### src/rtl/eyearch_pkg.sv
// Shared issue-path types: instruction class encoding, issue-stage state, register-file geometry.
// No logic and no latency.
// No backpressure; types and constants only.
package eyearch_pkg;

    // Register-file geometry shared by decode, issue and forwarding
    localparam int REG_W    = 5;
    localparam int NUM_REGS = 32;

    // Decoded instruction class
    typedef enum logic [1:0] {
        TYPE_NOP = 2'b00,
        TYPE_S   = 2'b01,
        TYPE_I   = 2'b10,
        TYPE_B   = 2'b11
    } inst_type_t;

    // Issue-stage occupancy as seen from outside
    typedef enum logic [1:0] {
        EMPTY = 2'b00,
        READY = 2'b01,
        STALL = 2'b10
    } issue_state_t;

endpackage

### src/rtl/issue_scoreboard_operand_use.sv
// Decodes an instruction class plus its register fields into read/write port usage.
// Purely combinational, zero latency.
// No backpressure; register 0 never reports as used, so it can never cause a hazard.
module operand_use #(
    parameter int REG_W = eyearch_pkg::REG_W
) (
    input  logic [1:0]       inst_type,
    input  logic [REG_W-1:0] src1,
    input  logic [REG_W-1:0] src2,
    input  logic [REG_W-1:0] dest,
    input  logic [REG_W-1:0] cond,
    output logic             rd1_en,
    output logic [REG_W-1:0] rd1_idx,
    output logic             rd2_en,
    output logic [REG_W-1:0] rd2_idx,
    output logic             wr_en,
    output logic [REG_W-1:0] wr_idx
);
    import eyearch_pkg::*;

    // Map each class onto two read ports and one write port; B reads src2 and cond, writes nothing
    always_comb begin
        rd1_en  = 1'b0;
        rd1_idx = '0;
        rd2_en  = 1'b0;
        rd2_idx = '0;
        wr_en   = 1'b0;
        wr_idx  = '0;
        case (inst_type_t'(inst_type))
            TYPE_S: begin
                rd1_en  = 1'b1;
                rd1_idx = src1;
                rd2_en  = 1'b1;
                rd2_idx = src2;
                wr_en   = 1'b1;
                wr_idx  = dest;
            end
            TYPE_I: begin
                rd1_en  = 1'b1;
                rd1_idx = src1;
                wr_en   = 1'b1;
                wr_idx  = dest;
            end
            TYPE_B: begin
                rd1_en  = 1'b1;
                rd1_idx = src2;
                rd2_en  = 1'b1;
                rd2_idx = cond;
            end
            default: begin
            end
        endcase
        // Register 0 is hardwired, so it never carries a dependency
        if (rd1_idx == '0) rd1_en = 1'b0;
        if (rd2_idx == '0) rd2_en = 1'b0;
        if (wr_idx  == '0) wr_en  = 1'b0;
    end

endmodule

### src/rtl/issue_scoreboard.sv
// Single-entry issue stage with a register busy scoreboard; stalls the held op on RAW/WAW hazards.
// Latency: 1 cycle from accept to out_valid when hazard-free; writeback bypass releases a stall the same cycle.
// Backpressure: in_ready = ~held | fire, so a stalled or backpressured op blocks new input.
module issue_scoreboard #(
    parameter int NUM_REGS = eyearch_pkg::NUM_REGS,
    parameter int REG_W    = eyearch_pkg::REG_W,
    parameter int IMM_W    = 16,
    parameter int STALL_W  = 16
) (
    input  logic                clk,
    input  logic                rst,
    // decoded instruction in
    input  logic                in_valid,
    output logic                in_ready,
    input  logic [1:0]          in_type,
    input  logic [REG_W-1:0]    in_src1,
    input  logic [REG_W-1:0]    in_src2,
    input  logic [REG_W-1:0]    in_dest,
    input  logic [REG_W-1:0]    in_cond,
    input  logic [IMM_W-1:0]    in_imm,
    // held instruction out to execute
    output logic                out_valid,
    input  logic                out_ready,
    output logic [1:0]          out_type,
    output logic [REG_W-1:0]    out_src1,
    output logic [REG_W-1:0]    out_src2,
    output logic [REG_W-1:0]    out_dest,
    output logic [REG_W-1:0]    out_cond,
    output logic [IMM_W-1:0]    out_imm,
    // writeback and control
    input  logic                wb_valid,
    input  logic [REG_W-1:0]    wb_dest,
    input  logic                flush,
    // status
    output logic [NUM_REGS-1:0] busy_mask,
    output logic [1:0]          state,
    output logic [STALL_W-1:0]  stall_cycles
);
    import eyearch_pkg::*;

    localparam logic [NUM_REGS-1:0] ONE_BIT = {{(NUM_REGS-1){1'b0}}, 1'b1};

    // Holding register
    logic               hold_valid;
    logic [1:0]         hold_type;
    logic [REG_W-1:0]   hold_src1;
    logic [REG_W-1:0]   hold_src2;
    logic [REG_W-1:0]   hold_dest;
    logic [REG_W-1:0]   hold_cond;
    logic [IMM_W-1:0]   hold_imm;

    // Operand usage of the held op
    logic               rd1_en;
    logic [REG_W-1:0]   rd1_idx;
    logic               rd2_en;
    logic [REG_W-1:0]   rd2_idx;
    logic               wr_en;
    logic [REG_W-1:0]   wr_idx;

    // Scoreboard datapath
    logic [NUM_REGS-1:0] wb_clr;
    logic [NUM_REGS-1:0] busy_eff;
    logic [NUM_REGS-1:0] issue_set;
    logic [NUM_REGS-1:0] busy_next;
    logic                hazard;
    logic                fire;
    logic                accept;
    issue_state_t        cur_state;

    operand_use #(
        .REG_W (REG_W)
    ) u_operand_use (
        .inst_type (hold_type),
        .src1      (hold_src1),
        .src2      (hold_src2),
        .dest      (hold_dest),
        .cond      (hold_cond),
        .rd1_en    (rd1_en),
        .rd1_idx   (rd1_idx),
        .rd2_en    (rd2_en),
        .rd2_idx   (rd2_idx),
        .wr_en     (wr_en),
        .wr_idx    (wr_idx)
    );

    // Hazard check against the scoreboard with this cycle's writeback already removed
    always_comb begin
        wb_clr   = wb_valid ? (ONE_BIT << wb_dest) : '0;
        busy_eff = busy_mask & ~wb_clr;
        hazard   = (rd1_en & busy_eff[rd1_idx])
                 | (rd2_en & busy_eff[rd2_idx])
                 | (wr_en  & busy_eff[wr_idx]);
    end

    assign out_valid = hold_valid & ~hazard;
    assign fire      = out_valid & out_ready;
    assign in_ready  = ~hold_valid | fire;
    assign accept    = in_valid & in_ready;

    // Next scoreboard: writeback clears first, then the issuing op marks its destination
    always_comb begin
        issue_set    = (fire && wr_en) ? (ONE_BIT << wr_idx) : '0;
        busy_next    = (busy_mask & ~wb_clr) | issue_set;
        busy_next[0] = 1'b0;
    end

    // Visible state is decoded from the holding register and the live hazard
    always_comb begin
        if (!hold_valid) begin
            cur_state = EMPTY;
        end else if (hazard) begin
            cur_state = STALL;
        end else begin
            cur_state = READY;
        end
    end

    assign state = cur_state;

    // Holding register occupancy: flush wins, then accept, then departure
    always_ff @(posedge clk) begin
        if (rst) begin
            hold_valid <= 1'b0;
        end else if (flush) begin
            hold_valid <= 1'b0;
        end else if (accept) begin
            hold_valid <= 1'b1;
        end else if (fire) begin
            hold_valid <= 1'b0;
        end
    end

    // Capture instruction fields on accept; a flushed accept is dropped so fields stay put
    always_ff @(posedge clk) begin
        if (rst) begin
            hold_type <= '0;
            hold_src1 <= '0;
            hold_src2 <= '0;
            hold_dest <= '0;
            hold_cond <= '0;
            hold_imm  <= '0;
        end else if (accept && !flush) begin
            hold_type <= in_type;
            hold_src1 <= in_src1;
            hold_src2 <= in_src2;
            hold_dest <= in_dest;
            hold_cond <= in_cond;
            hold_imm  <= in_imm;
        end
    end

    // Scoreboard survives flush because in-flight ops still write back
    always_ff @(posedge clk) begin
        if (rst) begin
            busy_mask <= '0;
        end else begin
            busy_mask <= busy_next;
        end
    end

    // Saturating count of cycles spent stalled on a hazard
    always_ff @(posedge clk) begin
        if (rst) begin
            stall_cycles <= '0;
        end else if (cur_state == STALL && stall_cycles != {STALL_W{1'b1}}) begin
            stall_cycles <= stall_cycles + 1'b1;
        end
    end

    assign out_type = hold_type;
    assign out_src1 = hold_src1;
    assign out_src2 = hold_src2;
    assign out_dest = hold_dest;
    assign out_cond = hold_cond;
    assign out_imm  = hold_imm;

endmodule
### config.mk
export PLATFORM = sky130hd
export DESIGN_NAME = issue_scoreboard
export DESIGN_NICKNAME = d
export VERILOG_FILES = /design/src/rtl/eyearch_pkg.sv /design/src/rtl/issue_scoreboard_operand_use.sv /design/src/rtl/issue_scoreboard.sv
export SDC_FILE = /design/constraint.sdc
export NUM_CORES = 1
export LEC_CHECK = 0
export ABC_AREA = 1
export CAP_MARGIN = 20
export CELL_PAD_IN_SITES_DETAIL_PLACEMENT = 1
export CELL_PAD_IN_SITES_GLOBAL_PLACEMENT = 1
export CORE_UTILIZATION = 37
export DETAILED_ROUTE_END_ITERATION = 6
export PLACE_DENSITY_LB_ADDON = 0.05
export SYNTH_ARGS = -nofsm -noshare
export SYNTH_HDL_FRONTEND = slang
export SYNTH_SLANG_ARGS = --single-unit
export TNS_END_PERCENT = 30
### constraint.sdc
create_clock -name clk -period 6.7 [get_ports clk]
set_input_delay 2.01 -clock clk [delete_from_list [all_inputs] [get_ports clk]]
set_output_delay 2.01 -clock clk [all_outputs]
set_load 0.005 [all_outputs]
# Word level (Yosys, flattened, before mapping)
# Cells that the tools add are included.
# totals
wordCells	68
inputBits	49
out_inout_bits	90
register_bits	87
# classes
n_eq_ne	5
addsub	1
order_cmp	3
n_reduce_logical	12
shift	2
muxes	21
bitwise	14
# op_table
cell	count
32-bit two-way mux	2
1-bit by 5-bit << shifter with 32-bit output (first input constant)	2
32-bit AND	1
32-bit inverter	1
32-bit OR	1
5-bit one-hot mux with 2 select lines	2
5-bit by 6-bit < comparator with 1-bit output (second input constant)	3
16-bit by 1-bit adder with 16-bit output (second input constant)	1
16-bit != test (second input constant)	1
1-bit binary-select mux with 5-bit select	3
5-bit zero test	3
1-bit two-way mux	11
1-bit AND	6
2-bit == test (second input constant)	3
2-bit OR reduction	3
5-bit two-way mux	1
2-bit two-way mux	2
1-bit logical AND	3
1-bit OR	3
3-bit OR reduction	1
2-bit by 1-bit == test with 1-bit output (second input constant)	1
1-bit inverter	2
2-bit nonzero test	1
1-bit zero test	1

# Longest topological paths before layout
# Gate-level depths: netlist of run 1.
# depth
depth_word	15
mapped_depth	26
ltp_nobuf	23

# By module
# A second synthesis of run 1 with hierarchy kept.
# hier_totals
cells_unflattened	954
hier_area_um2	5686.7
# by_module_without_submodules
mod	n_inst	cells_each	seq_area_each_um2	area_per_inst_um2
issue_scoreboard	1	885	1721.7	5360.1
operand_use	1	69	0.0	326.6

# Least setup slack after synthesis of run 1
# Ideal clock, no wire load.
# synth_timing
path_type	input -> output
start	input port wb_dest[3]
end	output port state[0]
arrival_time_ns	3.588
stages	16
n_path_buf	3
slack_ns	1.102
required_ns	4.690
path_cell_list	buf_2 -> inv_2 -> nand3_1 -> o21ai_1 -> nand2_1 -> nand2_1 -> nor2_1 -> nand2_1 -> nand3_1 -> nand2_1 -> nand2_1 -> nand2_1 -> nand3_2 -> nor2_2 -> buf_2 -> buf_4
# synth_between
elab_chain_len	11
word_cells_on_any_way	17
cone_classes	shift: 1; mux: 9; bitwise: 7
# synth_rtl
item	line_no	source
from (decl)	issue_scoreboard.sv:32	input logic [REG_W-1:0] wb_dest,
1-bit by 5-bit << shifter with 32-bit output (*)	issue_scoreboard.sv:88	wb_clr = wb_valid ? (ONE_BIT << wb_dest) : '0;
32-bit two-way mux (*)	issue_scoreboard.sv:88	
32-bit inverter (*)	issue_scoreboard.sv:89	busy_eff = busy_mask & ~wb_clr;
32-bit AND (*)	issue_scoreboard.sv:89	
1-bit binary-select mux with 5-bit select (on tied branches)	issue_scoreboard.sv:90, issue_scoreboard.sv:91	
1-bit two-way mux (on tied branches)	issue_scoreboard.sv:90, issue_scoreboard.sv:91	
1-bit AND (on tied branches)	issue_scoreboard.sv:90, issue_scoreboard.sv:91	
1-bit OR	issue_scoreboard.sv:91	| (rd2_en & busy_eff[rd2_idx])
1-bit OR (*)	issue_scoreboard.sv:92	| (wr_en & busy_eff[wr_idx]);
2-bit two-way mux (*)	issue_scoreboard.sv:111	end else if (hazard) begin
2-bit two-way mux (*)	issue_scoreboard.sv:109	if (!hold_valid) begin
to (decl)	issue_scoreboard.sv:36	output logic [1:0] state,
# Mark *: on every way between the ends. The rest lies on a longest branch, timed or not. The select of a mux whose other input is x is not followed.

# Worst setup path in the final report of run 1
# layout_timing
start	input port wb_dest[0]
end	output port state[1]
# The elaborated chain is that of the path after synthesis.

==> impl_metrics.ini, run 1 <==
[drt]
routed_wl_um = 21700
wl_per_cell_um = 17.5
drt_iter0_drc = 557
num_vias = 6665
remaining_drc_errors = 6
drt_pre_antenna_iters = 7
via_per_inst = 5.39
drtAntennaViolNets = 0

[timing]
period_minus_slack_ps = 6570
whs_ps = 484
rsz0062_at_grt = yes
finalClockSkew_ps = 3.90
fmax_mhz = 152
relSlewSlack_pct = 30.4
worst_pin_slew_ps = 1040
hold_viol = 0
final_max_slew_viol_count = 0
finalSetupViolations = 0
period_share_pct = 98.1

[critical_path]
worstSetupEndpointType = output pin
cp-start-kind = input port
required_ps = 4690
path_class = in -> out
cp_max_fo = 7
cp_data_arrival_time_ps = 4560

[finish]
fin_nets = 1101
n_antenna_cell = 0
layout-drive-gt1-share_pct = 7.41
mostFrequentLayoutCell = nand2_1
final_cell_mix = nand2_1 (217), nand3_1 (151), clkdlybuf4s50_1 (130)
area_delta_synth_final_pct = 35.5
utilization_pct = 51.6
stdcell_area_um2 = 7560

[die]
row_count = 44
core-area_um2 = 14600
die_area_um2 = 15600
fp.dieH_um = 125
initial_core_util_pct = 38.1
die_w_um = 125
io_pins = 139

[grt]
overflow = 0
grt_first_pass_wirelength_um = 34700
grt_usage_pct = 28.2
grt_start_max_net_pins = 78
grt_pass1_vias = 6532
antenna_found_initial = 0

[synthesis]
yosysUniqueCellTypes = 35
syn_avg_cell_area_um2 = 6.05
syn_nets = 974
synth_flop_cell = dfxtp_1
synth_top_area_cell = dfxtp_1
synthCells = 921
synth_top_area_share_pct = 30.9
yosysWarnings = 0
ys_async_sr_fraction_pct = 0
netlist_area_um2 = 5580
synthTopCellsByArea = dfxtp_1 (31%), nand2_1 (15%), nand3_1 (14%)
synth_edf_count = 0
synth-seq-cells = 86
yosysSeqAreaShare_pct = 30.9

[job]
drv_cap = 0

[min_path]
hp-class = reg -> reg

[cts]
numCtsBuffers = 9
clock-sinks = 86
cts_tree = done
htreeDepth = 3
hold_buffers = 0
clock_latency_ps = 350
cts_root_buffer = clkbuf_16
clk_pin_slew_worst_paths_ps = 60
cts_max_path_buffers = 2

[place]
place_area_um2 = 7150
dpl.hpwl_um = 16000
io_buffers = 137
gp_congestion = 1.01

[power_and_ir_drop]
power_mw = 1.37
pwr-share-comb_pct = 16.4
total_leakage_power_nw = 3.06
intPower_uw = 999
ir_drop_uv = 131
p_sw_uw = 367
swShare_pct = 26.8
clockPowerShare_pct = 43.8
cellPowerDensity_nw_per_um2 = 181
seqPwrFrac_pct = 39.8

[outcome]
violations = design-rule violations
status = finished, violations left
-- metal layers --
layer | share of wire [%] | vias up | global-route usage [%]
met5 | 0 | - | 0
met2 | 46 | 223 | 45.9
li1 | - | 3263 | -
met4 | 2.5 | 0 | 10.5
met3 | 6.1 | 29 | 4.85
met1 | 46 | 3150 | 37.3
-- power by group through the flow --
stage	Combinational (mW)	Clock (mW)	Sequential, mW
floorplan	0.121	0	0.551
global placement	0.217	0	0.555
detailed placement	0.220	0	0.555
CTS	0.224	0.608	0.544
global route	0.247	0.626	0.546
finish	0.224	0.598	0.543
-- sequential cells by signal, summed over array words and instances, names as in the netlist --
name          count
out_src1          5
out_type          2
out_dest          5
stall_cycles     16
out_imm          16
hold_valid        1
out_src2          5
busy_mask        31
out_cond          5
-- cells in the mapped netlist, types with 2 or more instances --
cell        n
nand2_2     3
buf_4       5
ha_1        4
clkinv_1    2
dfxtp_1    86
a21boi_0    3
xnor2_1     4
o21ai_0     3
nand3_1   151
buf_2      15
a21oi_1    98
nor3_1     15
nor4_1      5
buf_6       4
nand4_1    40
inv_2       9
nor2_2      7
inv_1     103
o22ai_1     3
nand2_1   223
nor2_1     86
o21ai_1     6
clkbuf_1   22
buf_1       4
xor2_1     10
-- final timing paths --
check                                              start                  endpoint  slack (ps)  cells after the start
worst max-delay path                          wb_dest[0]                  state[1]         130                     18
worst min-delay path            out_imm[11]$_SDFFE_PP0P_  out_imm[11]$_SDFFE_PP0P_         480                      2
worst max register to register  out_type[0]$_SDFFE_PP0P_  out_cond[3]$_SDFFE_PP0P_        2760                     19
worst min register to register  out_imm[11]$_SDFFE_PP0P_  out_imm[11]$_SDFFE_PP0P_         480                      2
-- worst max-delay path, cell delays in order --
cell and delay [ps]:
dlygate4sd2_1 380, inv_1 130, nand3_1 130, nor2_2 70
a21boi_0 250, buf_4 170, nand2_1 50, nand3_1 70
nand2_1 90, nand3_1 90, nand2_1 90, nand2_1 90
nand2_2 80, nand3_4 140, buf_4 130, nand2_1 50
inv_2 70, clkdlybuf4s50_1 490
-- metrics by stage --
stage | setup WS, ps | cells | setup TNS (ps)
after floorplan | 1100 | 921 | 0
after global placement | -155 | 1219 | -565
after detailed placement | -199 | 1219 | -756
after CTS | 0.590 | 1237 | 0
after global routing | -82.8 | 1237 | -129
final | 127 | 1237 | 0
-- cell families (layout without fill, tap and decap cells) --
logic type / Yosys count / count (layout) / share of synthesized area, %
flip-flops: 86 / 86 / 30.9
AND/OR/NAND/NOR: 534 / 534 / 42.5
AO/OA/AOI/OAI: 118 / 118 / 11.2
XOR/XNOR: 14 / 14 / 2.20
other: 1 / 1 / 0.0672
buffers and inverters: 164 / 296 / 12.3
adder cells (fa/ha/maj): 4 / 4 / 0.898
-- repair_timing --
action / in CTS / in global routing
pin swaps: 3 / 2
gates cloned: 1 / 0
gates resized for setup: 13 / 8
endpoints found under the setup margin: 4 / 4
setup buffers: 1 / 0
-- layout make-up --
cell class,count,area (um2)
Fill cell,1972,7090
Timing Repair inverter,1,7.51
Multi-Input combinational cell,671,3220
Tap cell,184,230
Clock inverter,6,109
Sequential cell,86,1720
Clock buffer,10,239
Timing Repair Buffer,165,1600
Inverter,114,430
No activity file was read; power rests on OpenSTA's default activity.
==> run 2, diff against run 1 <==
==> constraint.sdc (replaced) <==
create_clock -name clk -period 7.7 [get_ports clk]
set_input_delay 2.31 -clock clk [delete_from_list [all_inputs] [get_ports clk]]
set_output_delay 2.31 -clock clk [all_outputs]
set_load 0.005 [all_outputs]
==> impl_metrics.ini, run 2 (synthesis results as in run 1) <==
[timing]
relSlewSlack_pct = 32.3
fmax_mhz = 133
rsz0062_at_grt = no
finalClockSkew_ps = 5.93
final_max_slew_viol_count = 0
period_minus_slack_ps = 7510
setup_ws_ps = 187
setup_tns_ps = 0
finalSetupViolations = 0
period_share_pct = 97.6
hold_viol = 0
whs_ps = 481
worst_pin_slew_ps = 1010

[cts]
clk_pin_slew_worst_paths_ps = 70
cts_resized = 0
cts_setup_buffers = 0
cts_root_buffer = clkbuf_16
htreeDepth = 3
clock-sinks = 86
cts_max_path_buffers = 2
hold_buffers = 0
clock_latency_ps = 350
cts_tree = done
numCtsBuffers = 9

[drt]
remaining_drc_errors = 6
routed_wl_um = 21900
wl_per_cell_um = 17.9
drt_pre_antenna_iters = 7
via_per_inst = 5.30
drtAntennaViolNets = 0
drt_iter0_drc = 525
num_vias = 6467

[critical_path]
cp_cell_sequence = clkdlybuf4s50_1 > inv_1 > nand2_1 > nor2_1 > nand3_1 > nand3_1 > nand3_1 > nand3_1 > nand3_1 > nand2_1 > nand2_1 > nand2_1 > nand3_2 > nor2_2 > clkdlybuf4s50_1
crit_top_cell = nand3_1
crit_path_top_delay_cell = clkdlybuf4s50_1
reg2reg_from = out_type[0]$_SDFFE_PP0P_
cp_data_arrival_time_ps = 5200
required_ps = 5390
cp_max_fo = 7
crit_family = simple AND/OR/NAND/NOR gates
critPathMaxStageDelay_ps = 560
rr_endpoint = out_dest[4]$_SDFFE_PP0P_
path_class = in -> out
worstSetupEndpointType = output pin
cp-start-kind = input port
regToRegSetupSlack_ps = 3840
rr_worst_depth = 19
crit_buf_inv = 3

[power_and_ir_drop]
seqPwrFrac_pct = 40.6
total_leakage_power_nw = 2.97
cellPowerDensity_nw_per_um2 = 158
ir_drop_uv = 94.1
clockPowerShare_pct = 43.3
swShare_pct = 26.9
p_sw_uw = 314
intPower_uw = 853
power_mw = 1.17
pwr-share-comb_pct = 16.2

[die]
die_area_um2 = 15600
core-area_um2 = 14600
fp.dieH_um = 125
io_pins = 139
initial_core_util_pct = 38.1
row_count = 44
die_w_um = 125

[finish]
largest_reg_flops = 31
area_delta_synth_final_pct = 32.3
largest_register = busy_mask
fin_nets = 1085
mostFrequentLayoutCell = nand2_1
layout-drive-gt1-share_pct = 5.30
fillers = 1964
n_antenna_cell = 0
final_cell_mix = nand2_1 (223), nand3_1 (151), clkdlybuf4s50_1 (135)
utilization_pct = 50.4

[min_path]
hold_start = out_imm[5]$_SDFFE_PP0P_
hp-class = reg -> reg
min_to = out_imm[5]$_SDFFE_PP0P_
holdPathStages = 2

[job]
drv_cap = 0

[place]
dpl.hpwl_um = 16300
pre_cts_ws_ps = 196
io_buffers = 137
gp_congestion = 0.944

[outcome]
status = finished, violations left
violations = design-rule violations

[grt]
antenna_found_initial = 0
grt_first_pass_wirelength_um = 34300
grt_usage_pct = 28.0
overflow = 0
grt_pass1_vias = 6297
grt_start_max_net_pins = 78
## run 2: tightest hold or removal path, cell delays in order, from the launching register on
cell and delay [ps]:
dfxtp_1 330, a21oi_1 40, nor2_1 80
## run 2: final cells by class
cell class	instances	area, um2	share of cell area (%)
repair buffers	150	1470	20.0
clock buffers	12	267	3.61
multi-input cells	671	3180	43.1
clock inverters	4	76.3	1.03
flip-flops and latches	86	1720	23.3
well taps	184	230	3.12
inverters	114	428	5.80
## run 2: power groups by stage
stage	clock, mW	combinational (mW)	sequential, mW
6_report	0.505	0.189	0.473
5_1_grt	0.530	0.209	0.475
4_1_cts	0.514	0.188	0.473
3_5_place_dp	0	0.187	0.483
3_3_place_gp	0	0.184	0.483
2_1_floorplan	0	0.106	0.480
## run 2: per-layer routing
layer | global-route usage (%) | wire length (um) | vias up | share of wire, %
met3 | 4.34 | 1040 | 19 | 4.8
met1 | 37.8 | 10300 | 3060 | 47
li1 | - | - | 3221 | -
met5 | 0 | 0 | - | 0
met4 | 8.35 | 403 | 0 | 1.8
met2 | 45.9 | 10100 | 167 | 46
## run 2: how the worst max path moves through the flow
stage / start / endpoint / slack, ps / cells after the start
detailed placement: wb_dest[3] / state[0] / 200 / 15
global route: wb_dest[0] / state[0] / 20 / 15
floorplan: wb_dest[3] / state[0] / 1500 / 16
finish: wb_dest[0] / state[0] / 190 / 15
global placement: wb_dest[3] / out_valid / 160 / 15
CTS: wb_dest[3] / state[0] / 190 / 15
## run 2: per-stage QoR
| step | std cells | area (um2) |
|---|---|---|
| after floorplan | 921 | 5580 |
| after global placement | 1205 | 7030 |
| after detailed placement | 1205 | 7030 |
| after CTS | 1221 | 7370 |
| after global routing | 1221 | 7380 |
| final | 1221 | 7380 |
